==> src/rtl/hazard_ctrl_pkg.sv <==
// Shared pipeline definitions for the hazard controller: register-address
// width, FSM state encoding and the EX-stage shadow record.
package hazard_ctrl_pkg;

  localparam int REG_ADDR_W = 3;

  typedef logic [REG_ADDR_W-1:0] reg_addr_t;

  typedef enum logic [1:0] {
    ST_RUN      = 2'b00,
    ST_LU_STALL = 2'b01,
    ST_MEM_WAIT = 2'b10
  } hz_state_e;

  typedef struct packed {
    logic      valid;
    reg_addr_t dest;
    logic      wr;
    logic      load;
  } ex_rec_t;

  // One source operand collides with the tracked EX destination.
  function automatic logic src_hit(input logic used, input reg_addr_t src,
                                   input reg_addr_t dest);
    return used & (src == dest);
  endfunction

endpackage

==> src/rtl/hazard_ctrl_sat_counter.sv <==
// Saturating up-counter used for the stall performance counter; holds at
// all-ones instead of wrapping.
module sat_counter #(
  parameter int W = 8
) (
  input  logic         clk,
  input  logic         rst,
  input  logic         inc_en_i,
  output logic [W-1:0] count_o
);

  localparam logic [W-1:0] CNT_MAX = {W{1'b1}};
  localparam logic [W-1:0] CNT_ONE = {{(W-1){1'b0}}, 1'b1};

  logic [W-1:0] count_q;
  logic [W-1:0] count_d;

  // Next count: step only while enabled and not yet saturated.
  always_comb begin
    count_d = count_q;
    if (inc_en_i && (count_q != CNT_MAX)) begin
      count_d = count_q + CNT_ONE;
    end else begin
      count_d = count_q;
    end
  end

  // Count register.
  always_ff @(posedge clk or posedge rst) begin
    if (rst) begin
      count_q <= {W{1'b0}};
    end else begin
      count_q <= count_d;
    end
  end

  assign count_o = count_q;

endmodule

==> src/rtl/hazard_ctrl.sv <==
// Pipeline hazard controller: tracks the instruction in EX, stalls IF/ID on
// load-use hazards (with a bubble) and on data-memory wait (without one).
module hazard_ctrl
  import hazard_ctrl_pkg::*;
#(
  parameter int NUM_DOMAINS = 1,
  parameter int STALL_CNT_W = 8
) (
  input  logic                   clk,
  input  logic                   rst,
  input  logic                   id_valid,
  input  logic [REG_ADDR_W-1:0]  op1_addr_IFID,
  input  logic [REG_ADDR_W-1:0]  op2_addr_IFID,
  input  logic                   op1_used,
  input  logic                   op2_used,
  input  logic [REG_ADDR_W-1:0]  dest_addr_IFID,
  input  logic                   reg_wr_en_IFID,
  input  logic                   load_true_IFID,
  input  logic                   mem_busy,
  input  logic                   flush,
  output logic                   stall_IF,
  output logic                   stall_ID,
  output logic                   bubble_EX,
  output logic [REG_ADDR_W-1:0]  ex_dest_addr,
  output logic                   ex_load,
  output logic [STALL_CNT_W-1:0] stall_count
);

  if (NUM_DOMAINS < 1) begin : g_no_domains
  end

  hz_state_e state_q;
  hz_state_e state_d;
  ex_rec_t   ex_q;
  ex_rec_t   ex_d;
  logic      load_use_s;
  logic      mem_wait_s;
  logic      stall_s;
  logic      bubble_s;

  // Load-use hazard against the tracked EX instruction; R0 is not special.
  always_comb begin
    load_use_s = ex_q.valid & ex_q.wr & ex_q.load & id_valid &
                 (src_hit(op1_used, op1_addr_IFID, ex_q.dest) |
                  src_hit(op2_used, op2_addr_IFID, ex_q.dest));
  end

  // A busy memory stalls even through a flush; the bubble is load-use only.
  always_comb begin
    mem_wait_s = (state_q == ST_MEM_WAIT);
    stall_s    = mem_busy | (~flush & (load_use_s | mem_wait_s));
    bubble_s   = load_use_s & ~mem_busy & ~flush;
  end

  // FSM next state; flush overrides everything.
  always_comb begin
    state_d = state_q;
    if (flush) begin
      state_d = ST_RUN;
    end else begin
      case (state_q)
        ST_RUN: begin
          if (mem_busy) begin
            state_d = ST_MEM_WAIT;
          end else if (load_use_s) begin
            state_d = ST_LU_STALL;
          end else begin
            state_d = ST_RUN;
          end
        end
        ST_LU_STALL: begin
          if (mem_busy) begin
            state_d = ST_MEM_WAIT;
          end else begin
            state_d = ST_RUN;
          end
        end
        ST_MEM_WAIT: begin
          if (mem_busy) begin
            state_d = ST_MEM_WAIT;
          end else if (load_use_s) begin
            state_d = ST_LU_STALL;
          end else begin
            state_d = ST_RUN;
          end
        end
        default: state_d = ST_RUN;
      endcase
    end
  end

  // EX shadow record: cleared by flush/bubble/idle, held through memory wait.
  always_comb begin
    ex_d = ex_q;
    if (flush | bubble_s) begin
      ex_d.valid = 1'b0;
    end else if (stall_s) begin
      ex_d = ex_q;
    end else if (id_valid) begin
      ex_d.valid = 1'b1;
      ex_d.dest  = dest_addr_IFID;
      ex_d.wr    = reg_wr_en_IFID;
      ex_d.load  = load_true_IFID;
    end else begin
      ex_d.valid = 1'b0;
    end
  end

  // FSM state and EX record registers.
  always_ff @(posedge clk or posedge rst) begin
    if (rst) begin
      state_q    <= ST_RUN;
      ex_q.valid <= 1'b0;
      ex_q.dest  <= 3'd0;
      ex_q.wr    <= 1'b0;
      ex_q.load  <= 1'b0;
    end else begin
      state_q <= state_d;
      ex_q    <= ex_d;
    end
  end

  sat_counter #(
    .W(STALL_CNT_W)
  ) u_stall_cnt (
    .clk     (clk),
    .rst     (rst),
    .inc_en_i(stall_s),
    .count_o (stall_count)
  );

  assign stall_IF     = stall_s;
  assign stall_ID     = stall_s;
  assign bubble_EX    = bubble_s;
  assign ex_dest_addr = ex_q.dest;
  assign ex_load      = ex_q.load;

endmodule

==> config.mk <==
export PLATFORM = sky130hd
export DESIGN_NAME = hazard_ctrl
export DESIGN_NICKNAME = d
export VERILOG_FILES = /design/src/rtl/hazard_ctrl_pkg.sv /design/src/rtl/hazard_ctrl_sat_counter.sv /design/src/rtl/hazard_ctrl.sv
export SDC_FILE = /design/constraint.sdc
export NUM_CORES = 1
export LEC_CHECK = 0
export CAP_MARGIN = 20
export CORE_MARGIN = 4
export CORE_UTILIZATION = 38
export CTS_CLUSTER_DIAMETER = 50
export DETAILED_ROUTE_END_ITERATION = 16
export PLACE_DENSITY = 0.71
export SETUP_SLACK_MARGIN = 0.1
export SYNTH_ARGS = -nofsm -noshare
export SYNTH_HDL_FRONTEND = slang
export SYNTH_SLANG_ARGS = --single-unit
==> constraint.sdc <==
create_clock -name clk -period 3.49 [get_ports clk]
set_input_delay 0.698 -clock clk [delete_from_list [all_inputs] [get_ports clk]]
set_output_delay 0.698 -clock clk [all_outputs]
set_load 0.005 [all_outputs]
==> impl_metrics.env, run 1 <==
export IMPL_hold_class="reg2reg"
export IMPL_synth_area_leaders="dfrtp_1 47%, xnor2_1 10%, mux2_2 7.9%"
export IMPL_grt_first_pass_wirelength_um=3070
export IMPL_ys_seq_area_share_pct=46.8
export IMPL_diodes=0
export IMPL_slew_headroom_pct=60.2
export IMPL_post_place_ws_ns=0.392
export IMPL_antenna_left=0
export IMPL_worst_setup_path_end_kind="primary output"
export IMPL_synth_yosys_warnings=0
export IMPL_area_growth_syn_to_layout_pct=41.7
export IMPL_cts_made_buffers=3
export IMPL_met2_usage_pct=19.8
export IMPL_cts_hold_buf=0
export IMPL_avgSynthCellArea_sq_um=11.1
export IMPL_gp_congestion=0.802
export IMPL_routed_via_density=4.99
export IMPL_regToRegSetupSlack_ns=1.43
export IMPL_hpwlAfterDp_um=1390
export IMPL_status="completed"
export IMPL_crit_start="op1_addr_IFID[0]"
export IMPL_crit_fanout=4
export IMPL_grt_max_degree=17
export IMPL_floorplan_initialDensity_pct=41.9
export IMPL_antenna_found_initial=0
export IMPL_reg2regPathDepth=6
export IMPL_cts_tree="built"
export IMPL_coreArea_sq_um=2040
export IMPL_die_area_sq_um=3080
export IMPL_wl_um=1770
export IMPL_grt_pass1_vias=706
export IMPL_cts_setup_buffers=0
export IMPL_seqCellArea_sq_um=400
export IMPL_synth_most_common_cell="dfrtp_1"
export IMPL_yosys_top_cells_count="16 x dfrtp_1, 10 x xnor2_1, 7 x nand2_1"
export IMPL_cp_required_ns=2.79
export IMPL_max_slew_worst_pin_slew_ns=0.596
export IMPL_critPathKind="in2out"
export IMPL_yosys_most_used_dff="dfrtp_1"
export IMPL_grt_use_met1_pct=15.4
export IMPL_synth_area_sq_um=856
export IMPL_r2r_start="ex_dest_addr[0]"
export IMPL_num_rows=16
export IMPL_first_pass_iters=2
export IMPL_drtIter0Drc=8
export IMPL_setup_slack_ns=0.381
export IMPL_yosys_register_bits=16
export IMPL_post_synth_top_area_cell="dfrtp_1"
export IMPL_wl_per_cell_um=13.1
export IMPL_finalCritPeriodShare_pct=89.1
export IMPL_grtUsageTotal_pct=12.2
export IMPL_slew_violations=0
export IMPL_hold_viol=0
export IMPL_leakage_nw=0.498
export IMPL_htree_levels=1
export IMPL_rsz0062_at_grt="no"
export IMPL_nFillCells=189
export IMPL_start_kind="primary input"
export IMPL_io_pins=33
export IMPL_fmax_ghz=0.322
export IMPL_cts_buffer_depth=2
export IMPL_synthesis_nets=96
export IMPL_fp_dieW_um=55.5
export IMPL_fin_crit_ns=3.11
export IMPL_setup_viol=0
export IMPL_worstSetupEndpoint="stall_IF"
export IMPL_placedCellCount=131
export IMPL_r2r_end="ex_q[1]"
export IMPL_drc_errors=0
export IMPL_synth_cell_type_count=26
export IMPL_fin_cells=135
export IMPL_max_cap_violations=0
export IMPL_powerDensity_nw_per_um2=578
export IMPL_drive_above_1_share_pct=13.0
export IMPL_clock_sinks=16
export IMPL_fin_tns_setup_ns=0
export IMPL_synth_top_area_share_pct=46.8
export IMPL_hold_ws_ns=0.456
export IMPL_grt_ovfl_total=0
export IMPL_port_buffers=32
export IMPL_post_route_util_pct=59.4
export IMPL_met3_usage_pct=5.13
export IMPL_globalRoute_busiestLayer="met2"
export IMPL_root_buffer="clkbuf_4"
export IMPL_clk_pin_slew_ns=0.09
export IMPL_max_vdd_ir_drop_uv=367
export IMPL_die_h_um=55.5
export IMPL_insertion_delay_ns=0.28
export IMPL_vias=673
export IMPL_synth_edf_count=0
export IMPL_async_reset_ff_share_pct=100
export IMPL_multiInputGateArea_sq_um=407
export IMPL_skew_ns=0.000662
export IMPL_ctsResizeCount=0
export IMPL_synth_cells=77
export IMPL_arrival_ns=2.41
export IMPL_layout_nets=128
-- cell type report --
| type | count | area share [%] |
|---|---|---|
| multi-input cells | 52 | 33.5 |
| repair buffers | 32 | 26.4 |
| clock buffers | 4 | 2.99 |
| inverters | 4 | 1.24 |
| flip-flops and latches | 16 | 33.0 |
| well taps | 27 | 2.79 |
-- cells by family after synthesis --
logic type / Yosys count / share of synthesized area (%)
flip-flops: 16 / 46.8
AND/OR/NAND/NOR: 25 / 19.0
AO/OA/AOI/OAI: 8 / 6.87
adder cells (fa/ha/maj): 1 / 1.46
buffers and inverters: 9 / 5.70
XOR/XNOR: 12 / 12.3
multiplexers: 6 / 7.89
-- through the flow --
stage,area (sq um),power [W]
after floorplan,856,0.000434
after global placement,1180,0.000580
after detailed placement,1180,0.000583
after CTS,1210,0.000709
after global routing,1210,0.000749
final,1210,0.000700
-- placed cells by master, fill, tap and decap left out, drive strengths merged, types with 2 or more instances in the layout --
cell | Yosys | routed
and4 | 5 | 5
clkbuf | 1 | 4
mux2 | 6 | 6
o21ai | 3 | 3
nor3 | 2 | 2
dfrtp | 16 | 16
xnor2 | 10 | 10
clkdlybuf4s50 | 0 | 32
nand4 | 2 | 2
xor2 | 2 | 2
nand2 | 8 | 8
inv | 4 | 4
nand3 | 2 | 2
a211oi | 2 | 2
-- critical path, cell delays in order --
cell             delay, ns
clkdlybuf4s50_1       0.42
xnor2_1               0.13
and4_1                0.22
o21ai_2               0.22
nand2_2               0.12
nand2_1               0.08
nand2_1               0.06
clkdlybuf4s50_1       0.46
-- flip-flops by register name, indices dropped and copies added, names as in the netlist --
signal and flops:
u_stall_cnt.count_o 8, ex_dest_addr 3, ex_q 2, state_q 2, ex_load 1
-- power breakdown --
group / internal (W) / switching (W) / leakage [nW]
clock network: 0.0000635 / 0.0000571 / 0.0210
logic: 0.000180 / 0.0000864 / 0.283
registers: 0.000244 / 0.0000695 / 0.194
-- routing by layer --
metal  up-vias  wire length (um)
met5         -                 0
met4         0                 0
met3         0                94
met2        23               848
met1       315               828
li1        335                 -
-- worst min-delay path by stage --
| stage | cells after the start | startpoint | endpoint |
|---|---|---|---|
| floorplan | 1 | state_q[0] | state_q[0] |
| global placement | 1 | state_q[1] | state_q[1] |
| detailed placement | 1 | state_q[0] | state_q[0] |
| CTS | 1 | state_q[0] | state_q[0] |
| global route | 1 | state_q[0] | state_q[0] |
| finish | 1 | state_q[0] | state_q[0] |
(Power assumes the default switching activity.)
==> inputs of run 2 (changes only) <==
DONT_BUFFER_PORTS = 1   (was not set)
PLACE_DENSITY = not set   (was 0.71)
==> run 2 against run 1 <==
Net effect:
- non-clock buffer count is 32 lower
- utilization is 16 points lower
- worst setup slack better by 0.82 ns
- fmax is 36% higher
- combinational power is 53% lower
- sequential share of layout area is 13 points higher
- critical path depth is 2 lower
- register-to-register slack hardly changed
- die area stayed put
- clock-buffer cell count is 1 lower
- global-route usage is 0.63 points lower
==> impl_metrics.env, run 2 (synthesized netlist as in run 1, its figures left out) <==
export IMPL_hold_class="in2async"
export IMPL_grtUsageTotal_pct=11.5
export IMPL_max_slew_worst_pin_slew_ns=0.616
export IMPL_start_kind="flop"
export IMPL_clock_sinks=16
export IMPL_arrival_ns=1.59
export IMPL_floorplan_initialDensity_pct=41.9
export IMPL_routed_via_density=5.47
export IMPL_seqCellArea_sq_um=400
export IMPL_num_rows=16
export IMPL_wl_per_cell_um=16.1
export IMPL_diodes=0
export IMPL_fin_tns_setup_ns=0
export IMPL_io_pins=33
export IMPL_cp_required_ns=2.79
export IMPL_reg2regPathDepth=6
export IMPL_power_total_w=0.000544
export IMPL_drive_above_1_share_pct=17.3
export IMPL_hold_viol=0
export IMPL_cts_hold_buf=0
export IMPL_leakage_nw=0.367
export IMPL_hpwlAfterDp_um=1330
export IMPL_die_h_um=55.5
export IMPL_max_vdd_ir_drop_uv=379
export IMPL_netSwitchingPower_w=0.000187
export IMPL_finalCritPeriodShare_pct=65.7
export IMPL_antenna_left=0
export IMPL_cts_tree="built"
export IMPL_drc_errors=0
export IMPL_layout_common_cells="16 x dfrtp_1, 10 x xnor2_1, 7 x nand2_1, 6 x mux2_2, 5 x and4_1"
export IMPL_gp_congestion=0.759
export IMPL_insertion_delay_ns=0.27
export IMPL_fmax_ghz=0.436
export IMPL_p_seq_share_pct=59.6
export IMPL_clk_pin_slew_ns=0.09
export IMPL_antenna_found_initial=0
export IMPL_vias=558
export IMPL_wl_um=1640
export IMPL_status="completed"
export IMPL_htree_levels=1
export IMPL_grt_pass1_vias=572
export IMPL_largest_reg_flops=8
export IMPL_nFillCells=218
export IMPL_ctsResizeCount=0
export IMPL_first_pass_iters=2
export IMPL_max_cap_violations=0
export IMPL_slew_violations=0
export IMPL_grt_first_pass_wirelength_um=2860
export IMPL_root_buffer="clkbuf_4"
export IMPL_critPathKind="reg2out"
export IMPL_r2r_start="ex_dest_addr[0]"
export IMPL_die_area_sq_um=3080
export IMPL_pwr_share_clk_pct=17.2
export IMPL_drtIter0Drc=5
export IMPL_cts_setup_buffers=0
export IMPL_multiInputGateArea_sq_um=407
export IMPL_power_frac_comb_pct=23.2
export IMPL_skew_ns=0.00224
export IMPL_setup_viol=0
export IMPL_p_int_w=0.000358
export IMPL_crit_fanout=4
export IMPL_grt_max_degree=17
export IMPL_coreArea_sq_um=2040
export IMPL_cts_buffer_depth=2
export IMPL_rsz0062_at_grt="no"
export IMPL_fin_crit_ns=2.29
export IMPL_port_buffers=0
export IMPL_powerDensity_nw_per_um2=620
export IMPL_crit_start="ex_dest_addr[0]"
export IMPL_worst_setup_path_end_kind="primary output"
export IMPL_area_growth_syn_to_layout_pct=2.63
export IMPL_final_common_cell="dfrtp_1"
export IMPL_fp_dieW_um=55.5
export IMPL_switching_share_pct=34.3
export IMPL_layout_nets=96
export IMPL_grt_ovfl_total=0
export IMPL_cts_made_buffers=3
export IMPL_slew_headroom_pct=58.9
-- run 2: changes by cell type in the layout (fill, tap and decap cells not counted), sizes merged --
cell | previous run | this run
clkbuf | 4 | 3
clkdlybuf4s50 | 32 | 0
-- run 2: power groups by stage --
| stage | clock network, W | logic (W) | registers (W) |
|---|---|---|---|
| 3_3_place_gp | 0 | 0.000125 | 0.000329 |
| 3_5_place_dp | 0 | 0.000128 | 0.000331 |
| 6_report | 0.0000939 | 0.000126 | 0.000324 |
| 2_1_floorplan | 0 | 0.000126 | 0.000308 |
| 4_1_cts | 0.0000987 | 0.000128 | 0.000327 |
| 5_1_grt | 0.000110 | 0.000145 | 0.000337 |
-- run 2: layout make-up --
| class | count | share of cell area, % |
|---|---|---|
| multi-input combinational | 52 | 46.3 |
| sequential | 16 | 45.6 |
| tap | 27 | 3.85 |
| clock buffer | 3 | 2.56 |
| inverter | 4 | 1.71 |
-- run 2: stage by stage --
step | setup WS (ns) | cell area (sq um) | instances | hold slack (ns) | util (%)
2_1_floorplan | 1.23 | 856 | 77 | 0.423 | -
3_3_place_gp | 1.24 | 856 | 99 | 0.440 | 41.9
3_5_place_dp | 1.17 | 856 | 99 | 0.465 | 41.9
4_1_cts | 1.16 | 878 | 102 | 0.404 | 43.0
5_1_grt | 1.06 | 878 | 102 | 0.410 | 43.0
6_report | 1.20 | 878 | 102 | 0.374 | 43.0
-- run 2: metal layers --
metal	vias to the layer above	wire length (um)	track usage [%]
met1	276	673	14.5
li1	268	-	-
met2	12	861	18.1
met3	2	96	4.20
met4	0	8	4.17
met5	-	0	0
-- run 2: worst paths after layout --
kind	endpoint	slack [ns]
worst max register to register	ex_load	1.42
worst min-delay path	u_stall_cnt.count_o[1]	0.37
worst max-delay path	stall_IF	1.20
min in group clk	state_q[0]	0.48
worst min register to register	state_q[0]	0.48
max in group asynchronous	ex_load	2.72
-- run 2: critical path, cell delays in order (launching register included) --
cell and delay, ns:
dfrtp_1 0.45, xnor2_1 0.14, and4_1 0.22, o21ai_2 0.22, nand2_2 0.11, nand2_1 0.08, nand2_1 0.10
==> inputs of run 3 (changes only) <==
clock period = 1.92 ns   (was 3.49 ns; I/O delays follow)
==> run 3 against run 2 <==
Net effect:
- power is 100% higher
- design area is 12% higher
- critical path depth is 1 higher
- hold slack worse by 0.33 ns
- wire length is 5.1% higher
- flip-flop and latch count stayed put
- cell count is 9.8% higher
- clock power is 140% higher
- sequential share of layout area is 4.9 points lower
- global-route usage is 0.62 points higher
- clock skew hardly changed
==> impl_metrics.env, run 3 (synthesized netlist as in run 1, its figures left out) <==
export IMPL_status="completed"
export IMPL_clock_sinks=16
export IMPL_nFillCells=197
export IMPL_cts_buffer_depth=2
export IMPL_critical_path_top_delay_family="simple AND/OR/NAND/NOR gates"
export IMPL_max_slew_worst_pin_slew_ns=0.608
export IMPL_cp_required_ns=2.10
export IMPL_clk_pin_slew_ns=0.10
export IMPL_die_area_sq_um=3080
export IMPL_globalRoute_busiestLayer="met2"
export IMPL_leakage_nw=0.426
export IMPL_grt_ovfl_total=0
export IMPL_hold_class="in2async"
export IMPL_max_cap_violations=0
export IMPL_num_rows=16
export IMPL_dpl_cell_area_sq_um=901
export IMPL_wl_um=1720
export IMPL_grt_max_degree=17
export IMPL_cpPeakStageDelay_ns=0.44
export IMPL_cts_hold_buf=0
export IMPL_powerDensity_nw_per_um2=1130
export IMPL_first_pass_iters=4
export IMPL_cts_made_buffers=3
export IMPL_slew_headroom_pct=59.4
export IMPL_diodes=0
export IMPL_critPathKind="reg2reg"
export IMPL_layout_nets=105
export IMPL_rsz0062_at_grt="yes"
export IMPL_hpwlAfterDp_um=1310
export IMPL_p_int_w=0.000741
export IMPL_drive_above_1_share_pct=31.8
export IMPL_grt_use_met1_pct=15.9
export IMPL_fp_dieW_um=55.5
export IMPL_power_frac_comb_pct=28.1
export IMPL_wl_per_cell_um=15.4
export IMPL_coreArea_sq_um=2040
export IMPL_skew_ns=0.00207
export IMPL_fin_crit_ns=1.88
export IMPL_port_buffers=0
export IMPL_hold_viol=0
export IMPL_p_seq_share_pct=51.7
export IMPL_post_route_util_pct=48.2
export IMPL_area_growth_syn_to_layout_pct=14.9
export IMPL_worst_setup_path_end_kind="flop"
export IMPL_path_depth=7
export IMPL_drc_errors=0
export IMPL_final_common_cell="dfrtp_1"
export IMPL_met2_usage_pct=18.6
export IMPL_start_kind="flop"
export IMPL_largest_reg_flops=8
export IMPL_grt_pass1_vias=603
export IMPL_power_total_w=0.00111
export IMPL_switching_share_pct=33.2
export IMPL_fin_area_sq_um=983
export IMPL_arrival_ns=2.06
export IMPL_htree_levels=1
export IMPL_netSwitchingPower_w=0.000368
export IMPL_die_h_um=55.5
export IMPL_grt_first_pass_wirelength_um=2990
export IMPL_setup_viol=0
export IMPL_crit_chain="xnor2_1 > and4_1 > o21ai_2 > nand2_2 > nor4b_4 > buf_6 > mux2_2"
export IMPL_drtIter0Drc=8
export IMPL_antenna_found_initial=0
export IMPL_gp_congestion=0.713
export IMPL_max_vdd_ir_drop_uv=613
export IMPL_grtUsageTotal_pct=12.2
export IMPL_insertion_delay_ns=0.28
export IMPL_pwr_share_clk_pct=20.3
export IMPL_floorplan_initialDensity_pct=41.9
export IMPL_cts_tree="built"
export IMPL_fin_tns_setup_ns=0
export IMPL_vias=571
export IMPL_root_buffer="clkbuf_4"
export IMPL_io_pins=33
export IMPL_routed_via_density=5.10
export IMPL_met3_usage_pct=3.50
export IMPL_finalCritPeriodShare_pct=97.8
export IMPL_regToRegSetupSlack_ns=0.04
export IMPL_fmax_ghz=0.533
export IMPL_antenna_left=0
export IMPL_crit_fanout=6
export IMPL_cpMaxStageDelayCell="dfrtp_1"
export IMPL_layout_common_cells="16 x dfrtp_1, 10 x xnor2_1, 8 x buf_4, 5 x and4_1"
export IMPL_reg2regPathDepth=7
export IMPL_slew_violations=0
export IMPL_crit_buf_inv=1
[run 3: changes by cell type in the layout (fill, tap and decap cells not counted), sizes merged]
cell	previous run	this run
buf	0	9
clkbuf	3	4
[run 3: timing repair]
item                                    in CTS  in global routing
pin swaps                                    6                  2
endpoints found under the setup margin       8                  9
gates resized for setup                      6                  1
setup buffers                                2                  1
[run 3: final timing paths]
| check | startpoint | endpoint |
|---|---|---|
| setup / recovery | ex_dest_addr[0] | ex_dest_addr[2] |
| hold / removal | rst | ex_dest_addr[2] |
| setup reg to reg | ex_dest_addr[0] | ex_dest_addr[2] |
| hold reg to reg | state_q[1] | state_q[1] |
| max in group asynchronous | rst | u_stall_cnt.count_o[7] |
| min in group clk | flush | state_q[0] |
[run 3: area by class of cell]
| class | count | area [sq um] | share of cell area, % |
|---|---|---|---|
| clock buffers | 4 | 36.3 | 3.69 |
| inverters | 4 | 15.0 | 1.53 |
| multi-input cells | 52 | 427 | 43.4 |
| flip-flops and latches | 16 | 400 | 40.7 |
| well taps | 27 | 33.8 | 3.44 |
| repair buffers | 9 | 71.3 | 7.25 |
[run 3: power groups by stage]
stage / clock, W / combinational, W / sequential (W)
after detailed placement: 0 / 0.000283 / 0.000582
after global routing: 0.000261 / 0.000349 / 0.000594
after CTS: 0.000235 / 0.000306 / 0.000574
after global placement: 0 / 0.000277 / 0.000581
final: 0.000225 / 0.000311 / 0.000574
after floorplan: 0 / 0.000229 / 0.000560
[run 3: through the flow]
step | cells | setup WS (ns) | hold slack (ns)
finish | 112 | 0.0424 | 0.0420
global route | 112 | -0.0513 | 0.0848
CTS | 111 | 0.0317 | 0.0702
detailed placement | 105 | 0.0413 | 0.395
global placement | 105 | 0.0651 | 0.396
floorplan | 77 | 0.0675 | 0.298
[run 3: metal layers]
| metal | vias up | wire length (um) | share of wire [%] |
|---|---|---|---|
| met5 | - | 0 | 0 |
| met4 | 0 | 13 | 0.75 |
| met1 | 274 | 775 | 45 |
| met2 | 11 | 836 | 49 |
| met3 | 2 | 96 | 5.6 |
| li1 | 284 | - | - |
